## config.mk

```make
export PLATFORM = sky130hd
export DESIGN_NAME = dct_coef_packer
export DESIGN_NICKNAME = d
export VERILOG_FILES = /design/src/rtl/dct_pkg.sv /design/src/rtl/dct_quant.sv /design/src/rtl/dct_coef_packer.sv
export SDC_FILE = /design/constraint.sdc
export NUM_CORES = 1
export LEC_CHECK = 0
export CAP_MARGIN = 20
export CORE_MARGIN = 2
export CORE_UTILIZATION = 59
export CTS_CLUSTER_SIZE = 12
export DETAILED_ROUTE_END_ITERATION = 6
export PLACE_DENSITY = 0.79
export SLEW_MARGIN = 25
export SYNTH_ARGS = -nofsm -noshare
export SYNTH_HDL_FRONTEND = slang
export SYNTH_SLANG_ARGS = --single-unit
```

## constraint.sdc

```tcl
create_clock -name clk -period 5.09 [get_ports clk]
set_clock_uncertainty 0.1 [all_clocks]
set_input_delay 1.2725 -clock clk [delete_from_list [all_inputs] [get_ports clk]]
set_output_delay 1.2725 -clock clk [all_outputs]
set_load 0.1 [all_outputs]
```

## src/rtl/dct_pkg.sv

```systemverilog
// Shared defaults and read-FSM state encoding for the DCT coefficient packer.
// The defaults carry a _DEF suffix so the modules can expose same-named parameters.
package dct_pkg;

    localparam int NCOEF_DEF  = 5;
    localparam int COEF_W     = 18;
    localparam int OUT_W_DEF  = 12;
    localparam int QSHIFT_DEF = 5;
    localparam int IDX_W      = 3;

    typedef logic [0:0] rd_state_t;
    localparam rd_state_t ST_IDLE = 1'b0;
    localparam rd_state_t ST_SEND = 1'b1;

endpackage

```

## src/rtl/dct_quant.sv

```systemverilog
// Combinational quantiser: round-half-up arithmetic right shift followed by
// saturation to a signed OUT_W result.
module dct_quant
    import dct_pkg::*;
#(
    parameter int QSHIFT = QSHIFT_DEF,
    parameter int OUT_W  = OUT_W_DEF
) (
    input  logic [COEF_W-1:0] coef,
    output logic [OUT_W-1:0]  q
);

    // One guard bit keeps the rounding add from wrapping at the positive extreme.
    localparam int SUM_W = COEF_W + 1;
    localparam logic signed [SUM_W-1:0] MAX_Q = SUM_W'((1 << (OUT_W - 1)) - 1);
    localparam logic signed [SUM_W-1:0] MIN_Q = SUM_W'(-(1 << (OUT_W - 1)));

    logic signed [SUM_W-1:0] sum;
    logic signed [SUM_W-1:0] shifted;

    generate
        if (QSHIFT == 0) begin : g_pass
            assign sum = {coef[COEF_W-1], coef};
        end else begin : g_round
            localparam logic [SUM_W-1:0] RND = SUM_W'(1) << (QSHIFT - 1);
            assign sum = {coef[COEF_W-1], coef} + RND;
        end
    endgenerate

    assign shifted = sum >>> QSHIFT;

    // NOTE: every branch assigns q, so this stays pure combinational logic with no latch.
    always_comb begin
        if (shifted > MAX_Q) begin
            q = MAX_Q[OUT_W-1:0];
        end else if (shifted < MIN_Q) begin
            q = MIN_Q[OUT_W-1:0];
        end else begin
            q = shifted[OUT_W-1:0];
        end
    end

endmodule

```

## src/rtl/dct_coef_packer.sv

```systemverilog
// Captures quantised DCT coefficients into ping-pong banks and streams each
// complete block out over a valid/ready interface, dropping input when both banks are full.
module dct_coef_packer
    import dct_pkg::*;
#(
    parameter int NCOEF  = NCOEF_DEF,
    parameter int QSHIFT = QSHIFT_DEF,
    parameter int OUT_W  = OUT_W_DEF
) (
    input  logic              clk,
    input  logic              rst,
    input  logic [COEF_W-1:0] coef_in,
    input  logic              coef_done,
    output logic [OUT_W-1:0]  m_data,
    output logic [IDX_W-1:0]  m_idx,
    output logic              m_last,
    output logic              m_valid,
    input  logic              m_ready,
    output logic              overflow
);

    localparam logic [IDX_W-1:0] LAST_IDX = IDX_W'(NCOEF - 1);

    logic             done_q;
    logic             cap;
    logic [OUT_W-1:0] q;

    logic [OUT_W-1:0] bank [2][NCOEF];
    logic [1:0]       full;
    logic             wr_bank;
    logic             rd_bank;
    logic [IDX_W-1:0] wr_cnt;
    logic [IDX_W-1:0] rd_cnt;
    rd_state_t        state;

    logic hs;
    logic release_rd;
    logic wr_ok;
    logic wr_en;
    logic wr_last;

    dct_quant #(
        .QSHIFT (QSHIFT),
        .OUT_W  (OUT_W)
    ) u_quant (
        .coef (coef_in),
        .q    (q)
    );

    assign cap        = coef_done & ~done_q;
    assign hs         = (state == ST_SEND) & m_ready;
    assign release_rd = hs & (rd_cnt == LAST_IDX);
    // A bank being released this very cycle is already free for the incoming capture.
    assign wr_ok      = ~full[wr_bank] | (release_rd & (rd_bank == wr_bank));
    assign wr_en      = cap & wr_ok;
    assign wr_last    = wr_en & (wr_cnt == LAST_IDX);

    // NOTE: bank storage has no reset; the full flags gate every read, so stale entries are never observed.
    always_ff @(posedge clk) begin
        if (wr_en) begin
            bank[wr_bank][wr_cnt] <= q;
        end
    end

    // NOTE: non-blocking updates let the release and the set of full[] coexist; the later set wins on a shared bank.
    always_ff @(posedge clk) begin
        if (rst) begin
            done_q   <= 1'b0;
            overflow <= 1'b0;
            full     <= 2'b00;
            wr_bank  <= 1'b0;
            rd_bank  <= 1'b0;
            wr_cnt   <= '0;
            rd_cnt   <= '0;
            state    <= ST_IDLE;
        end else begin
            done_q <= coef_done;

            if (cap && !wr_ok) begin
                overflow <= 1'b1;
            end

            if (wr_en) begin
                wr_cnt <= wr_last ? '0 : wr_cnt + IDX_W'(1);
                if (wr_last) begin
                    wr_bank <= ~wr_bank;
                end
            end

            if (release_rd) begin
                full[rd_bank] <= 1'b0;
            end
            if (wr_last) begin
                full[wr_bank] <= 1'b1;
            end

            case (state)
                ST_IDLE: begin
                    if (full[rd_bank]) begin
                        state <= ST_SEND;
                    end
                end
                ST_SEND: begin
                    if (hs) begin
                        if (rd_cnt == LAST_IDX) begin
                            rd_cnt  <= '0;
                            rd_bank <= ~rd_bank;
                            state   <= ST_IDLE;
                        end else begin
                            rd_cnt <= rd_cnt + IDX_W'(1);
                        end
                    end
                end
                default: state <= ST_IDLE;
            endcase
        end
    end

    // Outputs are driven from held state only, so they cannot move during a stall.
    assign m_valid = (state == ST_SEND);
    assign m_data  = m_valid ? bank[rd_bank][rd_cnt] : '0;
    assign m_idx   = m_valid ? rd_cnt : '0;
    assign m_last  = m_valid & (rd_cnt == LAST_IDX);

endmodule

```

==> summary.md, run 1 <==
| Metric | Value |
|---|---|
| Vias | 3547 |
| H-tree levels | 4 |
| Worst Hold Depth | 2 |
| Hold Path End | overflow$_SDFFE_PP0P_ |
| P_int | 2.01 mW |
| Post-synthesis mux area share | 0.136 |
| Final Cycle Share | 0.854 |
| Share of the synthesized area in the top cell type | 0.614 |
| Hold Path Class | flip-flop to flip-flop |
| Final setup violation count | 0 |
| Number of max-cap violations | 0 |
| Worst Setup Start Kind | flip-flop |
| Number of synthesis warnings | 0 |
| Clock power frac | 0.466 |
| Fraction of layout cells with a size suffix above 1 | 0.207 |
| Endpoint class of the critical path | output pin |
| Worst r2r src | rd_cnt[1]$_SDFFE_PP0P_ |
| First-pass GRT wire length | 19200 um |
| # resized after CTS | 0 |
| Logic pwr share | 0.048 |
| Power share of the sequential group | 0.486 |
| Postcts setup bufs | 0 |
| Nets | 463 |
| Clock Tree Root | clkbuf_8 |
| Sw power | 524 uW |
| Hold Buf Count CTS | 0 |
| Fmax | 230 MHz |
| Setup Crit Path Kind | flip-flop to output pin |
| Min-delay src | overflow$_SDFFE_PP0P_ |
| N_diodes | 0 |
| Critical Path Max Stage Delay | 960 ps |
| Drt wl/cell | 21.0 um |
| Core area | 0.00973 mm2 |
| Drt total wl | 12200 um |
| Worst R2R End | bank[1][7]$_DFFE_PP_ |
| Sequential fraction of the synthesis area | 0.662 |
| FFs w/ async S/R, synth | 0 |
| # DRC | 0 |
| Total CTS buffers | 17 |
| Distinct cell type count after synthesis | 44 |
| Pwr dens | 362 mW/mm2 |
| Mapped cell area | 0.00587 mm2 |
| Count leader, synth | edfxtp_1 |
| DRT Pass-1 Iters | 5 |
| Static leakage | 2.36 nW |
| Synth Area in XOR/XNOR | 0.0104 |
| Syn Nets | 415 |
| DRT iter0 DRCs | 273 |
| Simple-Gate Fraction of Synth Area | 0.0916 |
| Largest family of logic cells by synthesized area | multiplexers |
| Total Die Area | 0.0108 mm2 |
| Worst vdd ir | 0.248 mV |
| Worst R2R Path Depth | 7 |
| Chip Height | 104 um |
| Top FF cell, synth | edfxtp_1 |
| Critical path data required time | 3720 ps |
| Switch share | 0.207 |
| Initial core utilization | 0.603 |
| GRT Overall Usage | 0.242 |
| Vias in the first global route | 3553 |
| Min Tclk post-route | 4350 ps |
| Remaining antenna violation count | 0 |
| Worst Tran Pin Value | 964 ps |
| Status | complete, no violations |
| GR Overflow Total | 0 |
| RSZ-0062 raised after global routing | false |
| Area Overhead vs Synth | 19.5% |
| Largest net degree at the start of global routing | 30 |
| Synth top area cells | edfxtp_1 (61%), mux4_2 (9.2%), dfxtp_1 (4.8%) |
| Post-place instance area | 0.00642 mm2 |
| Max Slew Vio Count | 0 |
| Number of port buffers | 35 |
| Antenna violations before repair | 0 |
| Critical path peak fanout | 9 |
| Slew HR | 0.355 |
| Most instantiated cells after synthesis | edfxtp_1 (120), mux2i_1 (26), a21oi_1 (25) |
| Worst-Skew Late Latency | 520 ps |
| Cell at the slowest stage of the critical path | clkdlybuf4s50_1 |
| R2r setup slk | 1680 ps |
| Clock tree from TritonCTS | built |
| Post-DP HPWL | 7220 um |
| Arr. time, crit path | 2970 ps |
| Row cnt | 36 |
| Synth Area in Adders | 0.0107 |
| Number of synthesized flops with an enable pin | 120 |
| I/O pins | 40 |
| Finished Cell Area | 0.00701 mm2 |
| Clock Sink Count | 134 |
| Final-report hold violation count | 0 |
| Cell count after synthesis | 388 |
| Seq cells post-synth | 134 |
| Gpl congestion | 0.843 |
| Post-synth top area cell | edfxtp_1 |
| Reg clk slew, reported paths | 60 ps |
| Vias/cell | 6.09 |
| Die width | 104 um |
| Avg Cell Area, Syn | 15.1 um2 |
| Setup TNS | 0 ps |
| Longest Clk Path Bufs | 2 |
| Post-synthesis compound-gate area fraction | 0.0688 |
| Crit-path cells | clkinv_1, buf_4, ha_1, and3_1, clkdlybuf4s50_1 |
-- how the worst max path moves through the flow --
| stage | start | endpoint | slack [ps] | depth (start not counted) |
|---|---|---|---|---|
| global route | rd_cnt[1]$_SDFFE_PP0P_ | m_last | 680 | 5 |
| finish | rd_cnt[1]$_SDFFE_PP0P_ | m_last | 740 | 5 |
| global placement | coef_in[4] | bank[0][1]$_DFFE_PP_ | 880 | 7 |
| CTS | rd_cnt[1]$_SDFFE_PP0P_ | m_last | 760 | 5 |
| detailed placement | coef_in[5] | bank[0][13]$_DFFE_PP_ | 720 | 7 |
| floorplan | m_ready | bank[0][36]$_DFFE_PP_ | 1090 | 6 |
-- final cells by class --
cell class              instances  area (um2)
clock inverters                15         161
fillers                       636        2720
well taps                     133         166
flip-flops and latches        134        3880
inverters                       8        30.0
clock buffers                  17         414
multi-input cells             225        1910
repair buffers                 50         445
-- critical path: cells and delay by family (launching register included) --
family | cells | cell delay (ps)
and+or+nand+nor | 1 | 180
buffers and inverters | 3 | 1590
adders and majority gates | 1 | 220
DFF | 1 | 440
-- metrics by stage --
step | worst slack (ps) | std cells | util | total power [mW] | hold slack [ps]
3_3_place_gp | 877 | 550 | 0.660 | 1.37 | 335
5_1_grt | 681 | 582 | 0.721 | 2.61 | 378
6_report | 744 | 582 | 0.721 | 2.54 | 345
3_5_place_dp | 722 | 550 | 0.660 | 1.37 | 341
4_1_cts | 758 | 582 | 0.720 | 2.54 | 350
2_1_floorplan | 1090 | 388 | - | 1.33 | 341
-- sequential cells by signal (all words and copies together) (netlist names), named ones only --
name      count
wr_cnt        3
done_q        1
full          2
wr_bank       1
bank        120
rd_bank       1
rd_cnt        3
overflow      1
m_valid       1
-- power groups by stage --
| stage | clock [mW] | sequential, mW | combinational (mW) |
|---|---|---|---|
| 2_1_floorplan | 0 | 1.25 | 0.0714 |
| 3_3_place_gp | 0 | 1.26 | 0.111 |
| 3_5_place_dp | 0 | 1.26 | 0.117 |
| 4_1_cts | 1.19 | 1.23 | 0.119 |
| 5_1_grt | 1.24 | 1.24 | 0.132 |
| 6_report | 1.18 | 1.23 | 0.122 |
-- layer usage --
metal / wire length (um) / vias up / GRT usage / part of all wire
li1: - / 1624 / - / -
met1: 5090 / 1756 / 0.311 / 0.42
met2: 6220 / 154 / 0.399 / 0.51
met3: 735 / 13 / 0.0610 / 0.060
met4: 152 / 0 / 0.0946 / 0.012
met5: 0 / - / 0 / 0
-- placed cells by master, fill, tap and decap left out, types with 5 or more instances in the layout --
| cell type | synthesis | final |
|---|---|---|
| ha_1 | 5 | 5 |
| nor2_1 | 17 | 17 |
| and2_1 | 16 | 16 |
| clkinv_1 | 1 | 6 |
| buf_4 | 1 | 26 |
| clkdlybuf4s50_1 | 0 | 23 |
| mux4_2 | 24 | 24 |
| nand3_1 | 7 | 7 |
| edfxtp_1 | 120 | 120 |
| clkbuf_16 | 0 | 16 |
| dfxtp_1 | 14 | 13 |
| nand2b_1 | 7 | 7 |
| a21oi_1 | 25 | 25 |
| o22ai_1 | 14 | 14 |
| nor3_1 | 11 | 7 |
| o21ai_0 | 9 | 8 |
| inv_1 | 7 | 7 |
| xnor2_1 | 5 | 5 |
| nand2_1 | 17 | 17 |
| mux2i_1 | 26 | 26 |
-- kinds of logic (layout without fill, tap and decap cells) --
family                   count (synthesis)  count (layout)
AO/OA/AOI/OAI                           64              64
flip-flops                             134             134
multiplexers                            50              50
XOR/XNOR                                 7               7
AND/OR/NAND/NOR                         99              99
adder cells (fa/ha/maj)                  5               5
buffers and inverters                   29              90
No activity file was read; power rests on OpenSTA's default activity.
==> run 2, diff against run 1 <==
--- a/config.mk
+++ b/config.mk
@@ -10,7 +10,7 @@
 export CORE_UTILIZATION = 59
 export CTS_CLUSTER_SIZE = 12
 export DETAILED_ROUTE_END_ITERATION = 6
-export PLACE_DENSITY = 0.79
+export PLACE_DENSITY = 0.77
 export SLEW_MARGIN = 25
 export SYNTH_ARGS = -nofsm -noshare
 export SYNTH_HDL_FRONTEND = slang
==> run 2 against run 1 <==
Compared with the run above:
- global-route usage grew 0.81 points
- fmax increased by 0.21%
- worst setup slack better by 9.2 ps
- combinational power barely moved
- non-clock buffer count grew 3
- count of clock-buffer cells in the layout rose by 1
- sequential cell count stayed put
- critical endpoint is now m_data[7]
- highest routed layer unchanged
==> summary.md, run 2 (synthesis results as in run 1) <==
| Metric | Value |
|---|---|
| Worst Setup Start Kind | flip-flop |
| CP bufs+invs | 1 |
| Clock tree from TritonCTS | built |
| Cell at the slowest stage of the critical path | dfxtp_1 |
| Finished Cell Area | 0.00705 mm2 |
| GR Overflow Total | 0 |
| Slew HR | 0.352 |
| Post-place instance area | 0.00643 mm2 |
| # DRC | 0 |
| Hold Path Class | flip-flop to flip-flop |
| Switch share | 0.201 |
| Min Tclk post-route | 4340 ps |
| Nets | 466 |
| RSZ-0062 raised after global routing | false |
| Fraction of layout cells with a size suffix above 1 | 0.222 |
| Remaining antenna violation count | 0 |
| Endpoint class of the critical path | output pin |
| Clock Tree Root | clkbuf_8 |
| CP delay by family, top | simple AND/OR/NAND/NOR gates |
| Arr. time, crit path | 2960 ps |
| Top flop regs | bank: 120 flops, rd_cnt: 3 flops, wr_cnt: 3 flops |
| Clock power frac | 0.475 |
| Core area | 0.00973 mm2 |
| Total Die Area | 0.0108 mm2 |
| Vias | 3593 |
| Commonest non-fill, non-tap cell in the layout | edfxtp_1 |
| Static leakage | 2.39 nW |
| Chip Height | 104 um |
| Reg with most FFs | bank |
| Status | complete, no violations |
| Logic pwr share | 0.048 |
| Vias in the first global route | 3590 |
| Setup Crit Path Kind | flip-flop to output pin |
| Drt wl/cell | 21.2 um |
| Vias/cell | 6.15 |
| Pwr dens | 367 mW/mm2 |
| Critical Path Max Stage Delay | 810 ps |
| Die width | 104 um |
| Postcts setup bufs | 0 |
| Antenna violations before repair | 0 |
| Number of max-cap violations | 0 |
| Worst-Skew Late Latency | 530 ps |
| Drt total wl | 12400 um |
| I/O pins | 40 |
| Initial core utilization | 0.603 |
| # resized after CTS | 0 |
| Post-DP HPWL | 7290 um |
| Power share of the sequential group | 0.477 |
| Reg clk slew, reported paths | 60 ps |
| Gpl congestion | 0.852 |
| DRT Pass-1 Iters | 5 |
| Largest net degree at the start of global routing | 28 |
| Final-report hold violation count | 0 |
| Cells after DPL | 553 |
| DRT iter0 DRCs | 326 |
| First-pass GRT wire length | 19700 um |
| Non-Filler Instances | 584 |
| P_int | 2.07 mW |
| Final setup violation count | 0 |
| GRT Overall Usage | 0.250 |
| Sw power | 520 uW |
| Setup TNS | 0 ps |
| Total CTS buffers | 17 |
| Hold Buf Count CTS | 0 |
| Longest Clk Path Bufs | 2 |
| Area Overhead vs Synth | 20.1% |
| Worst Tran Pin Value | 968 ps |
| Number of port buffers | 35 |
| Crit-path cells | nand3_1, o22ai_1, and2_1, buf_4 |
| Fmax | 231 MHz |
| Row cnt | 36 |
| Critical path peak fanout | 18 |
| H-tree levels | 4 |
| Max reg flops | 120 |
| Worst vdd ir | 0.208 mV |
| Final Cycle Share | 0.852 |
| Critical path data required time | 3720 ps |
| Most frequent cells in the layout | edfxtp_1 (120), buf_4 (30), mux2i_1 (26) |
| N_diodes | 0 |
| Max Slew Vio Count | 0 |
| Clock Sink Count | 134 |
==> run 2: power groups by stage <==
stage	Combinational, mW	Clock (mW)	Sequential [mW]
4_1_cts	0.122	1.24	1.23
6_report	0.125	1.23	1.23
5_1_grt	0.137	1.28	1.23
2_1_floorplan	0.0714	0	1.25
3_5_place_dp	0.121	0	1.26
3_3_place_gp	0.116	0	1.25
==> run 2: area by class of cell <==
class                   count  area (um2)
flip-flops and latches    134        3880
fillers                   616        2680
multi-input cells         225        1920
repair buffers             53         455
clock buffers              18         418
clock inverters            13         183
well taps                 133         166
inverters                   8        30.0
==> run 2: final timing paths <==
check / startpoint / depth (start not counted) / to / slack, ps
setup / recovery: rd_cnt[2]$_SDFFE_PP0P_ / 4 / m_data[7] / 750
hold / removal: overflow$_SDFFE_PP0P_ / 2 / overflow$_SDFFE_PP0P_ / 360
setup reg to reg: rd_cnt[0]$_SDFFE_PP0P_ / 10 / bank[0][25]$_DFFE_PP_ / 1840
hold reg to reg: overflow$_SDFFE_PP0P_ / 2 / overflow$_SDFFE_PP0P_ / 360
==> run 2: worst min-delay path: cells and delay by family (launching register included) <==
family	cells	cell delay, ps
AOI/OAI and AO/OA	1	50
buffers and inverters	1	50
DFF	1	310
==> run 2: routing by layer <==
metal,vias up,track usage,routed length (um)
li1,1628,-,-
met1,1773,0.321,4900
met2,168,0.413,6310
met3,24,0.0610,920
met4,0,0.101,252
met5,-,0,0
==> run 2: metrics by stage <==
stage | worst slack (ps) | util | total power, mW | hold slack (ps)
2_1_floorplan | 1090 | - | 1.33 | 341
3_3_place_gp | 976 | 0.661 | 1.37 | 333
3_5_place_dp | 850 | 0.661 | 1.38 | 352
4_1_cts | 768 | 0.723 | 2.60 | 362
5_1_grt | 604 | 0.725 | 2.66 | 401
6_report | 753 | 0.725 | 2.59 | 357
==> run 3, diff against run 2 <==
--- a/config.mk
+++ b/config.mk
@@ -7,10 +7,10 @@
 export LEC_CHECK = 0
 export CAP_MARGIN = 20
 export CORE_MARGIN = 2
-export CORE_UTILIZATION = 59
+export CORE_UTILIZATION = 40
 export CTS_CLUSTER_SIZE = 12
 export DETAILED_ROUTE_END_ITERATION = 6
-export PLACE_DENSITY = 0.77
+export PLACE_DENSITY = 0.55
 export SLEW_MARGIN = 25
 export SYNTH_ARGS = -nofsm -noshare
 export SYNTH_HDL_FRONTEND = slang
==> constraint.sdc (replaced) <==
create_clock -name clk -period 5.09 [get_ports clk]
set_clock_uncertainty 0.1 [all_clocks]
set_input_delay 1.2725 -clock clk [delete_from_list [all_inputs] [get_ports clk]]
set_output_delay 1.2725 -clock clk [all_outputs]
set_load 0.005 [all_outputs]
==> run 3 against run 2 <==
Compared with the run above:
- clock power fell by 6%
- critical path depth rose by 2
- total power fell by 2.7%
- critical endpoint is now m_data[10]
- global-route usage fell by 9.0 points
- sequential share of layout area fell by 0.45 points
- critical path type unchanged
- die area rose by 45%
- utilization fell by 23 points
- design area rose by 0.82%
- first-iteration DRC count fell by 40%
- worst setup slack improved by 110 ps
==> summary.md, run 3 (synthesis results as in run 1) <==
| Metric | Value |
|---|---|
| Gpl congestion | 0.808 |
| Initial core utilization | 0.407 |
| Slew HR | 0.466 |
| Area Overhead vs Synth | 21.1% |
| Final-report hold violation count | 0 |
| Largest net degree at the start of global routing | 28 |
| Worst Setup Start Kind | flip-flop |
| Worst vdd ir | 0.226 mV |
| Worst Tran Pin Value | 798 ps |
| Commonest non-fill, non-tap cell in the layout | edfxtp_1 |
| Number of port buffers | 35 |
| Die width | 125 um |
| Crit-path cells | buf_4, mux4_2, mux2i_1, o22ai_1, and2_1, clkdlybuf4s50_1 |
| I/O pins | 40 |
| Status | complete, no violations |
| Critical path peak fanout | 13 |
| Drt wl/cell | 19.1 um |
| Setup TNS | 0 ps |
| CP delay by family, top | buffers and inverters |
| Remaining antenna violation count | 0 |
| Clock tree from TritonCTS | built |
| Core area | 0.0144 mm2 |
| Vias | 3435 |
| Antenna violations before repair | 0 |
| Max Slew Vio Count | 0 |
| Most frequent cells in the layout | edfxtp_1 (120), clkdlybuf4s50_1 (35), mux2i_1 (26) |
| Postcts setup bufs | 0 |
| RSZ-0062 raised after global routing | false |
| Vias/cell | 5.40 |
| Reg with most FFs | bank |
| Pwr dens | 354 mW/mm2 |
| Worst-Skew Late Latency | 410 ps |
| Longest Clk Path Bufs | 2 |
| DRT Pass-1 Iters | 4 |
| Chip Height | 125 um |
| N_diodes | 0 |
| Fmax | 237 MHz |
| GRT Overall Usage | 0.160 |
| Row cnt | 44 |
| H-tree levels | 4 |
| Max reg flops | 120 |
| Post-DP HPWL | 7600 um |
| Critical path data required time | 3720 ps |
| Hold Path Class | flip-flop to flip-flop |
| Static leakage | 2.33 nW |
| Number of max-cap violations | 0 |
| Arr. time, crit path | 2860 ps |
| DRT iter0 DRCs | 195 |
| Drt total wl | 12100 um |
| Setup Crit Path Kind | flip-flop to output pin |
| Clock Tree Root | clkbuf_16 |
| # DRC | 0 |
| Min Tclk post-route | 4230 ps |
| Non-Filler Instances | 636 |
| R2r setup slk | 1710 ps |
| GR Overflow Total | 0 |
| # resized after CTS | 0 |
| Endpoint class of the critical path | output pin |
| Top flop regs | bank: 120 flops, rd_cnt: 3 flops, wr_cnt: 3 flops |
| Fraction of layout cells with a size suffix above 1 | 0.195 |
| Final setup violation count | 0 |
| Nets | 466 |
| Hold Buf Count CTS | 0 |
| Reg clk slew, reported paths | 60 ps |
| Vias in the first global route | 3424 |
| First-pass GRT wire length | 18900 um |
| Total CTS buffers | 17 |
| Critical Path Max Stage Delay | 610 ps |
| Cell at the slowest stage of the critical path | dfxtp_2 |
| Power Total | 2.52 mW |
| Cells after DPL | 604 |
| Final Cycle Share | 0.831 |
| Clock Sink Count | 134 |
| CP bufs+invs | 2 |
| Total Die Area | 0.0157 mm2 |
==> run 3: stage by stage <==
stage	hold WS [ps]	utilization	area (um2)	worst slack, ps
2_1_floorplan	341	-	5870	1090
3_3_place_gp	340	0.453	6530	866
3_5_place_dp	344	0.453	6530	816
4_1_cts	354	0.492	7100	789
5_1_grt	385	0.493	7110	654
6_report	353	0.493	7110	862
==> run 3: power breakdown <==
part	switching (mW)	internal, mW
Sequential	0.00620	1.23
Clock	0.481	0.682
Combinational	0.0721	0.0489
==> run 3: area by class of cell <==
class	instances	area, um2
Fill cell	1220	7310
Multi-Input combinational cell	225	1910
Tap cell	184	230
Sequential cell	134	3880
Inverter	8	30.0
Clock inverter	15	144
Clock buffer	17	425
Timing Repair Buffer	53	485
==> run 3: worst paths after layout <==
| check | from | to | cells after the start |
|---|---|---|---|
| setup / recovery | flip-flop | m_data[10] | 6 |
| hold reg to reg | overflow$_SDFFE_PP0P_ | overflow$_SDFFE_PP0P_ | 2 |
| setup reg to reg | rd_cnt[1]$_SDFFE_PP0P_ | bank[0][5]$_DFFE_PP_ | 9 |
| hold / removal | overflow$_SDFFE_PP0P_ | overflow$_SDFFE_PP0P_ | 2 |
==> run 3: routing by layer <==
metal / track usage / up-vias / routed length, um
met5: 0 / - / 0
met4: 0.0471 / 0 / 138
met3: 0.0372 / 11 / 376
met2: 0.261 / 59 / 5860
met1: 0.215 / 1736 / 5760
li1: - / 1629 / -
==> run 3: tightest hold or removal path: cells and delay by family, from the launching register on <==
family / cells / cell delay, ps
buffers and inverters: 1 / 50
flip-flops: 1 / 310
AO/OA/AOI/OAI: 1 / 50
